==> config.mk <==
export PLATFORM = sky130hd
export DESIGN_NAME = alu_mdu_seq_flat
export DESIGN_NICKNAME = d
export VERILOG_FILES = /design/src/rtl/alu_mdu_seq_pkg.sv /design/src/rtl/alu_mdu_seq_if.sv /design/src/rtl/alu_mdu_seq_muldiv_iter.sv /design/src/rtl/alu_mdu_seq.sv /design/src/flat_wrapper.sv
export SDC_FILE = /design/constraint.sdc
export NUM_CORES = 1
export LEC_CHECK = 0
export ABC_CLOCK_PERIOD_IN_PS = 6400
export CORE_UTILIZATION = 35
export CTS_CLUSTER_SIZE = 25
export DETAILED_ROUTE_END_ITERATION = 8
export PLACE_DENSITY = 0.58
export SLEW_MARGIN = 20
export SYNTH_ARGS = -nofsm -noshare
export SYNTH_HDL_FRONTEND = slang
export SYNTH_SLANG_ARGS = --single-unit
==> constraint.sdc <==
create_clock -name i_clk -period 6.4 [get_ports i_clk]
set_input_delay 0.96 -clock i_clk [delete_from_list [all_inputs] [get_ports i_clk]]
set_output_delay 0.96 -clock i_clk [all_outputs]
set_load 0.01 [all_outputs]
==> src/rtl/alu_mdu_seq_pkg.sv <==
// Shared op codes, FSM states and op-class helpers for the multi-cycle execute unit.
package alu_pkg;

    typedef enum logic [4:0] {
        OP_ADD    = 5'h00, OP_SUB   = 5'h01, OP_SLT  = 5'h02, OP_SLTU = 5'h03,
        OP_XOR    = 5'h04, OP_OR    = 5'h05, OP_AND  = 5'h06, OP_SLL  = 5'h07,
        OP_SRL    = 5'h08, OP_SRA   = 5'h09, OP_LUI  = 5'h0A,
        OP_MUL    = 5'h10, OP_MULH  = 5'h11, OP_MULHSU = 5'h12, OP_MULHU = 5'h13,
        OP_DIV    = 5'h14, OP_DIVU  = 5'h15, OP_REM  = 5'h16, OP_REMU = 5'h17
    } op_e;

    typedef enum logic [1:0] {S_IDLE, S_MUL, S_DIV, S_DONE} state_e;

    function automatic logic is_muldiv(logic [4:0] op);
        return op[4:3] == 2'b10;
    endfunction

    function automatic logic is_div(logic [4:0] op);
        return op[4:2] == 3'b101;
    endfunction

    function automatic logic is_signed_a(logic [4:0] op);
        return op inside {OP_MUL, OP_MULH, OP_MULHSU, OP_DIV, OP_REM};
    endfunction

    function automatic logic is_signed_b(logic [4:0] op);
        return op inside {OP_MUL, OP_MULH, OP_DIV, OP_REM};
    endfunction

endpackage

==> src/rtl/alu_mdu_seq_if.sv <==
// Request/response handshake bundle between the decoder (master) and the execute unit (slave).
interface alu_mdu_seq_if #(parameter int XLEN = 32);
    logic            i_flush;
    logic            i_valid;
    logic            o_ready;
    logic [4:0]      i_alu_op;
    logic [XLEN-1:0] i_operand_a;
    logic [XLEN-1:0] i_operand_b;
    logic            o_valid;
    logic            i_ready;
    logic [XLEN-1:0] o_alu_data;

    modport master (
        output i_flush, i_valid, i_alu_op, i_operand_a, i_operand_b, i_ready,
        input  o_ready, o_valid, o_alu_data
    );

    modport slave (
        input  i_flush, i_valid, i_alu_op, i_operand_a, i_operand_b, i_ready,
        output o_ready, o_valid, o_alu_data
    );
endinterface

==> src/rtl/alu_mdu_seq_muldiv_iter.sv <==
// Radix-2 iterative engine on unsigned magnitudes: shift-add multiply or restoring divide.
// acc holds {hi, lo}: {product_hi, multiplier} while multiplying, {remainder, quotient} while dividing.
module muldiv_iter #(
    parameter int XLEN = 32
) (
    input  logic              i_clk,
    input  logic              i_reset,
    input  logic              i_flush,
    input  logic              i_start,
    input  logic              i_div,
    input  logic [XLEN-1:0]   i_lo,
    input  logic [XLEN-1:0]   i_m,
    output logic              o_busy,
    output logic              o_finish,
    output logic [2*XLEN-1:0] o_acc_next
);
    localparam int CNT_W = $clog2(XLEN) + 1;

    logic [2*XLEN-1:0] acc_q, acc_d, step_acc;
    logic [XLEN-1:0]   m_q, m_d;
    logic [CNT_W-1:0]  cnt_q, cnt_d;
    logic              busy_q, busy_d, div_q, div_d;
    logic [XLEN:0]     add_sum, trial;

    always_comb begin
        add_sum = {1'b0, acc_q[2*XLEN-1:XLEN]} + (acc_q[0] ? {1'b0, m_q} : '0);
        trial   = acc_q[2*XLEN-1:XLEN-1] - {1'b0, m_q};
        if (div_q) begin
            // trial subtract of the shifted partial remainder; keep it only if no borrow
            if (!trial[XLEN]) step_acc = {trial[XLEN-1:0], acc_q[XLEN-2:0], 1'b1};
            else              step_acc = {acc_q[2*XLEN-2:0], 1'b0};
        end else begin
            step_acc = {add_sum, acc_q[XLEN-1:1]};
        end
    end

    assign o_finish   = busy_q && (cnt_q == CNT_W'(XLEN - 1));
    assign o_busy     = busy_q;
    assign o_acc_next = step_acc;

    always_comb begin
        acc_d  = acc_q;
        m_d    = m_q;
        cnt_d  = cnt_q;
        busy_d = busy_q;
        div_d  = div_q;
        if (i_flush) begin
            busy_d = 1'b0;
            cnt_d  = '0;
        end else if (i_start) begin
            acc_d  = {{XLEN{1'b0}}, i_lo};
            m_d    = i_m;
            cnt_d  = '0;
            busy_d = 1'b1;
            div_d  = i_div;
        end else if (busy_q) begin
            acc_d = step_acc;
            cnt_d = cnt_q + 1'b1;
            if (o_finish) busy_d = 1'b0;
        end
    end

    always_ff @(posedge i_clk or posedge i_reset) begin
        if (i_reset) begin
            acc_q  <= '0;
            m_q    <= '0;
            cnt_q  <= '0;
            busy_q <= 1'b0;
            div_q  <= 1'b0;
        end else begin
            acc_q  <= acc_d;
            m_q    <= m_d;
            cnt_q  <= cnt_d;
            busy_q <= busy_d;
            div_q  <= div_d;
        end
    end
endmodule

==> src/rtl/alu_mdu_seq.sv <==
// EX-stage integer unit: single-cycle registered base ALU plus iterative RV32M mul/div,
// with valid/ready on both sides so the core can stall behind long operations.
module alu_mdu_seq
    import alu_pkg::*;
#(
    parameter int XLEN = 32
) (
    input  logic         i_clk,
    input  logic         i_reset,
    alu_mdu_seq_if.slave bus
);
    localparam int              SH_W    = $clog2(XLEN);
    localparam logic [XLEN-1:0] MIN_INT = {1'b1, {(XLEN-1){1'b0}}};

    state_e            state_q, state_d;
    logic [XLEN-1:0]   result_q, result_d;
    logic [4:0]        op_q, op_d;
    logic              neg_a_q, neg_a_d, neg_b_q, neg_b_d;

    logic [4:0]        req_op;
    logic [XLEN-1:0]   a, b, mag_a, mag_b, base_res, special_res, fix_res;
    logic              req_neg_a, req_neg_b, div_by_zero, div_ovf, slt;
    logic [XLEN:0]     sub_ext;
    logic [SH_W-1:0]   shamt;
    logic              start, finish, busy;
    logic [2*XLEN-1:0] acc_next, prod_fix;
    logic [XLEN-1:0]   quo_fix, rem_fix;

    assign req_op      = bus.i_alu_op;
    assign a           = bus.i_operand_a;
    assign b           = bus.i_operand_b;
    assign shamt       = b[SH_W-1:0];
    assign req_neg_a   = is_signed_a(req_op) && a[XLEN-1];
    assign req_neg_b   = is_signed_b(req_op) && b[XLEN-1];
    assign mag_a       = req_neg_a ? -a : a;
    assign mag_b       = req_neg_b ? -b : b;
    assign div_by_zero = (b == '0);
    assign div_ovf     = is_signed_b(req_op) && (a == MIN_INT) && (&b);

    // signed compare: sign of the difference corrected by the subtract overflow
    assign sub_ext = {1'b0, a} - {1'b0, b};
    assign slt     = sub_ext[XLEN-1] ^ ((a[XLEN-1] ^ b[XLEN-1]) & (sub_ext[XLEN-1] ^ a[XLEN-1]));

    always_comb begin
        base_res = '0;
        case (op_e'(req_op))
            OP_ADD:  base_res = a + b;
            OP_SUB:  base_res = sub_ext[XLEN-1:0];
            OP_SLT:  base_res = XLEN'(slt);
            OP_SLTU: base_res = XLEN'(sub_ext[XLEN]);
            OP_XOR:  base_res = a ^ b;
            OP_OR:   base_res = a | b;
            OP_AND:  base_res = a & b;
            OP_SLL:  base_res = a << shamt;
            OP_SRL:  base_res = a >> shamt;
            OP_SRA:  base_res = XLEN'($signed(a) >>> shamt);
            OP_LUI:  base_res = b;
            default: base_res = '0;
        endcase
    end

    assign special_res = req_op[1] ? (div_by_zero ? a : '0)
                                   : (div_by_zero ? '1 : MIN_INT);

    muldiv_iter #(.XLEN(XLEN)) u_iter (
        .i_clk      (i_clk),
        .i_reset    (i_reset),
        .i_flush    (bus.i_flush),
        .i_start    (start),
        .i_div      (is_div(req_op)),
        .i_lo       (is_div(req_op) ? mag_a : mag_b),
        .i_m        (is_div(req_op) ? mag_b : mag_a),
        .o_busy     (busy),
        .o_finish   (finish),
        .o_acc_next (acc_next)
    );

    // sign fix-up is applied to the final step's value so the result lands on the DONE edge
    assign prod_fix = (neg_a_q ^ neg_b_q) ? -acc_next : acc_next;
    assign quo_fix  = (neg_a_q ^ neg_b_q) ? -acc_next[XLEN-1:0] : acc_next[XLEN-1:0];
    assign rem_fix  = neg_a_q ? -acc_next[2*XLEN-1:XLEN] : acc_next[2*XLEN-1:XLEN];

    always_comb begin
        case (op_e'(op_q))
            OP_MUL:                       fix_res = prod_fix[XLEN-1:0];
            OP_MULH, OP_MULHSU, OP_MULHU: fix_res = prod_fix[2*XLEN-1:XLEN];
            OP_DIV, OP_DIVU:              fix_res = quo_fix;
            default:                      fix_res = rem_fix;
        endcase
    end

    always_comb begin
        state_d  = state_q;
        result_d = result_q;
        op_d     = op_q;
        neg_a_d  = neg_a_q;
        neg_b_d  = neg_b_q;
        start    = 1'b0;
        if (bus.i_flush) begin
            state_d = S_IDLE;
        end else begin
            case (state_q)
                S_IDLE: if (bus.i_valid) begin
                    op_d    = req_op;
                    neg_a_d = req_neg_a;
                    neg_b_d = req_neg_b;
                    if (!is_muldiv(req_op)) begin
                        result_d = base_res;
                        state_d  = S_DONE;
                    end else if (is_div(req_op) && (div_by_zero || div_ovf)) begin
                        result_d = special_res;
                        state_d  = S_DONE;
                    end else begin
                        start   = 1'b1;
                        state_d = is_div(req_op) ? S_DIV : S_MUL;
                    end
                end
                S_MUL, S_DIV: begin
                    if (finish) begin
                        result_d = fix_res;
                        state_d  = S_DONE;
                    end else if (!busy) begin
                        state_d = S_IDLE;
                    end
                end
                S_DONE:  if (bus.i_ready) state_d = S_IDLE;
                default: state_d = S_IDLE;
            endcase
        end
    end

    always_ff @(posedge i_clk or posedge i_reset) begin
        if (i_reset) begin
            state_q  <= S_IDLE;
            result_q <= '0;
            op_q     <= '0;
            neg_a_q  <= 1'b0;
            neg_b_q  <= 1'b0;
        end else begin
            state_q  <= state_d;
            result_q <= result_d;
            op_q     <= op_d;
            neg_a_q  <= neg_a_d;
            neg_b_q  <= neg_b_d;
        end
    end

    assign bus.o_ready    = (state_q == S_IDLE);
    assign bus.o_valid    = (state_q == S_DONE);
    assign bus.o_alu_data = result_q;
endmodule

==> src/flat_wrapper.sv <==
// flat-port wrapper written by rule: the top's interface ports become plain ports
module alu_mdu_seq_flat import alu_pkg::*;
#(
    parameter int XLEN = 32
)
  (i_clk, i_reset, bus_i_flush, bus_i_valid, bus_i_alu_op, bus_i_operand_a, bus_i_operand_b, bus_i_ready, bus_o_ready, bus_o_valid, bus_o_alu_data);
  alu_mdu_seq_if #(.XLEN(XLEN)) bus_i ();
  input  logic i_clk;
  input  logic i_reset;
  input wire logic [$bits(bus_i.i_flush)-1:0] bus_i_flush;
  input wire logic [$bits(bus_i.i_valid)-1:0] bus_i_valid;
  input wire logic [$bits(bus_i.i_alu_op)-1:0] bus_i_alu_op;
  input wire logic [$bits(bus_i.i_operand_a)-1:0] bus_i_operand_a;
  input wire logic [$bits(bus_i.i_operand_b)-1:0] bus_i_operand_b;
  input wire logic [$bits(bus_i.i_ready)-1:0] bus_i_ready;
  output wire logic [$bits(bus_i.o_ready)-1:0] bus_o_ready;
  output wire logic [$bits(bus_i.o_valid)-1:0] bus_o_valid;
  output wire logic [$bits(bus_i.o_alu_data)-1:0] bus_o_alu_data;
  assign bus_i.i_flush = bus_i_flush;
  assign bus_i.i_valid = bus_i_valid;
  assign bus_i.i_alu_op = bus_i_alu_op;
  assign bus_i.i_operand_a = bus_i_operand_a;
  assign bus_i.i_operand_b = bus_i_operand_b;
  assign bus_i.i_ready = bus_i_ready;
  assign bus_o_ready = bus_i.o_ready;
  assign bus_o_valid = bus_i.o_valid;
  assign bus_o_alu_data = bus_i.o_alu_data;
  alu_mdu_seq #(.XLEN(XLEN)) u_core (.i_clk(i_clk), .i_reset(i_reset), .bus(bus_i));
endmodule
==> results.cfg <==
[outcome]
outcome = finished clean

[cells_and_area]
area_growth_from_synthesis_to_final_layout_pct = 13.9
finish.net_count = 3758
num-fill-cells = 7318
post_route_cells_drive_above_1_share = 0.107
stdcell_area_um2 = 28000

[clocking]
worst_setup_hold_path_clk_slew_ns = 0.06
cts_hold_buf = 0
cts_buffer_depth = 2
worst_skew_pair.late_latency_ns = 0.48
post-cts-setup-buffers = 0
post_cts_resize_count = 0
cts_buffers = 17
clock-root-buffer = sky130_fd_sc_hd__clkbuf_16
cts_htree_levels = 4
tritoncts = yes
cts_sinks = 145

[critical_path]
crit_required_ns = 6.73
worst_path_max_delay_cell = sky130_fd_sc_hd__dfrtp_1
cp.arrival_ns = 6.16
cp_max_fo = 4
timing_worst_setup_path_type = flop to flop
crit_chain = inv_1 > ha_1 > inv_1 > fa_1 > a211oi_1 > o21ai_1 > o2111ai_1 > nand4bb_1 > nand3_1 > a31oi_1 > inv_1 > ha_1 > o211ai_1 > nor4_2 > and4_1 > nand2b_1 > nor2_1 > nand3_1 > o31ai_1 > mux2i_1 > a221o_1 > nor4_1 > a211oi_1
critPathLaunchType = flop
critPathBufInv = 3
critical_path.endpoint_type = flop
regToRegSetupSlack_ns = 0.57
critical-path-max-stage-delay_ns = 0.46
timing.critical_path.mode_cell = sky130_fd_sc_hd__inv_1
crit_family = compound AO/OA/AOI/OAI gates

[sta]
slew_margin_rel = 0.139
hold_violation_total_from_the_final_report = 0
max_freq_mhz = 171
clock_skew_ns = 0.0195
setup_violating_endpoint_count_in_the_final_report = 0
final.min_clock_period_ns = 5.83
tightest_slew_ns = 1.26
unrepaired_setup_endpoints_after_global_routing = no
finalMaxSlewViolations = 0
share_of_the_cycle_needed_by_the_critical_path_after_routing = 0.911
tns_ns = 0

[floorplan]
core_um2 = 69100
horizontal_die_dimension_um = 267
die_h_um = 267
initial_core_util = 0.357
die_area_um2 = 71400
pin_count = 108
fp-row-count = 96

[route]
avgRoutedWirePerCell_um = 28.1
routed_via_density = 6.47
drt-initial-drc-count = 3702
routed_wirelength_um = 125000
drcViolationCount = 0
routed-via-count = 28805
drt_first_pass_iters = 6
antenna_left = 0

[global_route]
grt_pass1_wl_um = 182000
first_global_vias = 26364
antenna_found_initial = 9
pin_count_of_the_biggest_net_entering_global_routing = 88
grt_overflow = 0
globalRouteTotalUtil = 0.343

[pwr]
leakagePower_nw = 11.7
pwr_density_cell_nw_per_um2 = 410
worst_ir_drop_vdd_v = 0.000282

[logic_synthesis]
ys_seq_area_frac = 0.147
mappedNetlistArea_um2 = 24600
dominantRegCellSynth = sky130_fd_sc_hd__dfrtp_1
synth-edff-count = 0
synthesis.yosys.warnings = 0
flops_latches_synth = 145
ys_types = 105
postSynth.asyncResetShare = 1.00
synthesis.nets = 3679
netlist_instances = 3431
average_instance_area_after_synthesis_um2 = 7.18

[run]
maxCapViolCount = 0

[place]
place_congestion = 1.05
dpl-instance-area_um2 = 27400
portBuffers = 107
post-dp-hpwl_um = 99400

[hold_path]
holdCritPathClass = flop to flop
-- path summary, 6_finish.rpt --
kind | from | end | cells after the start
setup / recovery | u_core.u_iter.acc_q[31] | u_core.bus.o_alu_data[30] | 23
hold / removal | u_core.bus.o_alu_data[1] | u_core.bus.o_alu_data[1] | 2
setup reg to reg | u_core.u_iter.acc_q[31] | u_core.bus.o_alu_data[30] | 23
hold reg to reg | u_core.bus.o_alu_data[1] | u_core.bus.o_alu_data[1] | 2
max in group asynchronous | i_reset | u_core.u_iter.acc_q[59] | 3
min in group asynchronous | i_reset | u_core.u_iter.cnt_q[2] | 2
-- registers in the layout (all words and copies together) (netlist names), 2 cells and up --
register / flops
u_core.u_iter.acc_q: 64
u_core.bus.o_alu_data: 32
u_core.op_q: 5
u_core.u_iter.m_q: 32
u_core.u_iter.cnt_q: 6
u_core.state_q: 2
-- cell usage in the layout, fill, tap and decap left out, drive strengths merged, types with 102 or more instances in the layout --
cell	instances
inv	153
o21ai	321
ha	169
a21oi	281
nor2	363
buf	196
nand2	369
xnor2	138
clkdlybuf4s50	102
dfrtp	145
-- tightest hold or removal path, cell delays in order, from the launching register on --
cell and delay [ns]:
sky130_fd_sc_hd__dfrtp_1 0.35, sky130_fd_sc_hd__nand2_1 0.05, sky130_fd_sc_hd__nand2_1 0.05
-- cell type report --
cell class,instances,area [µm²],area share
Sequential cell,145,3630,0.130
Clock buffer,17,425,0.0152
Multi-Input combinational cell,2892,19500,0.696
Timing Repair Buffer,298,2510,0.0894
Tap cell,931,1160,0.0415
Antenna cell,1,2.50,0.0000892
Clock inverter,13,214,0.00763
Inverter,156,591,0.0211
-- metal layers --
metal / part of all wire / GRT usage
met4: 0.067 / 0.205
met5: 0.00084 / 0
met3: 0.11 / 0.0795
met1: 0.40 / 0.447
met2: 0.42 / 0.514
-- per-stage QoR --
step | instances | util | total power, mW | hold WS [ns] | worst slack, ns
final | 4453 | 0.406 | 11.5 | 0.486 | 0.567
after global routing | 4452 | 0.406 | 12.1 | 0.523 | 0.215
after CTS | 4452 | 0.406 | 11.2 | 0.490 | 0.703
after detailed placement | 4422 | 0.397 | 10.0 | 0.466 | 0.366
after global placement | 4422 | 0.397 | 10.0 | 0.475 | 0.315
after floorplan | 3431 | - | 6.97 | 0.450 | 0.105
-- power breakdown --
group          switching (mW)  leakage [nW]  internal, mW
clock network           0.466         0.293         0.688
registers               0.471          1.88          1.27
logic                    5.56          9.49          3.05
total                    6.50          11.7          5.00
-- cell usage after synthesis (11+ instances only) --
cell type                   count  area [µm²]
sky130_fd_sc_hd__a21o_1        45         338
sky130_fd_sc_hd__a21oi_1      278        1390
sky130_fd_sc_hd__dfrtp_1      145        3630
sky130_fd_sc_hd__mux2_2        20         225
sky130_fd_sc_hd__a22o_1        23         201
sky130_fd_sc_hd__a31oi_1       56         350
sky130_fd_sc_hd__o31ai_1       41         308
sky130_fd_sc_hd__clkbuf_1     174         653
sky130_fd_sc_hd__nor2_1       363        1360
sky130_fd_sc_hd__a2111oi_0     17         149
sky130_fd_sc_hd__o21bai_1      35         263
sky130_fd_sc_hd__nand2b_1      30         188
sky130_fd_sc_hd__nand3_1       67         335
sky130_fd_sc_hd__mux2i_1       90         901
sky130_fd_sc_hd__o21ai_0      300        1500
sky130_fd_sc_hd__nor3b_1       11        82.6
sky130_fd_sc_hd__buf_2         26         130
sky130_fd_sc_hd__mux4_2        46        1040
sky130_fd_sc_hd__and4_1        11        96.3
sky130_fd_sc_hd__o41ai_1       15         131
sky130_fd_sc_hd__o22ai_1       18         113
sky130_fd_sc_hd__a211oi_1      35         263
sky130_fd_sc_hd__o211ai_1      71         533
sky130_fd_sc_hd__o21a_1        17         128
sky130_fd_sc_hd__a211o_1       11        96.3
sky130_fd_sc_hd__or2_2         14        87.6
sky130_fd_sc_hd__o21ai_1       17        85.1
sky130_fd_sc_hd__and3_1        25         156
sky130_fd_sc_hd__a221oi_1      36         315
sky130_fd_sc_hd__nor2b_1       16         100
sky130_fd_sc_hd__nand2_1      368        1380
sky130_fd_sc_hd__nor3_1        78         390
sky130_fd_sc_hd__xnor2_1      138        1210
sky130_fd_sc_hd__ha_1         169        2110
sky130_fd_sc_hd__inv_1        153         574
sky130_fd_sc_hd__nand4_1       34         213
sky130_fd_sc_hd__a221o_1       15         150
sky130_fd_sc_hd__nor4_1        38         238
sky130_fd_sc_hd__o2111ai_1     18         158
sky130_fd_sc_hd__xor2_1        55         482
sky130_fd_sc_hd__buf_1         31         116
sky130_fd_sc_hd__a22oi_1       34         255
sky130_fd_sc_hd__or3_1         24         150
sky130_fd_sc_hd__and2_1        52         325
sky130_fd_sc_hd__o221ai_1      17         149
-- cell families after synthesis --
| group | after synthesis | synth area share |
|---|---|---|
| flip-flops | 145 | 0.147 |
| buffers and inverters | 394 | 0.0635 |
| XOR/XNOR | 193 | 0.0686 |
| AND/OR/NAND/NOR | 1181 | 0.227 |
| multiplexers | 156 | 0.0878 |
| adder cells (fa/ha/maj) | 174 | 0.0899 |
| AO/OA/AOI/OAI | 1188 | 0.316 |
Note: power is estimated with default switching activity, not from simulation.
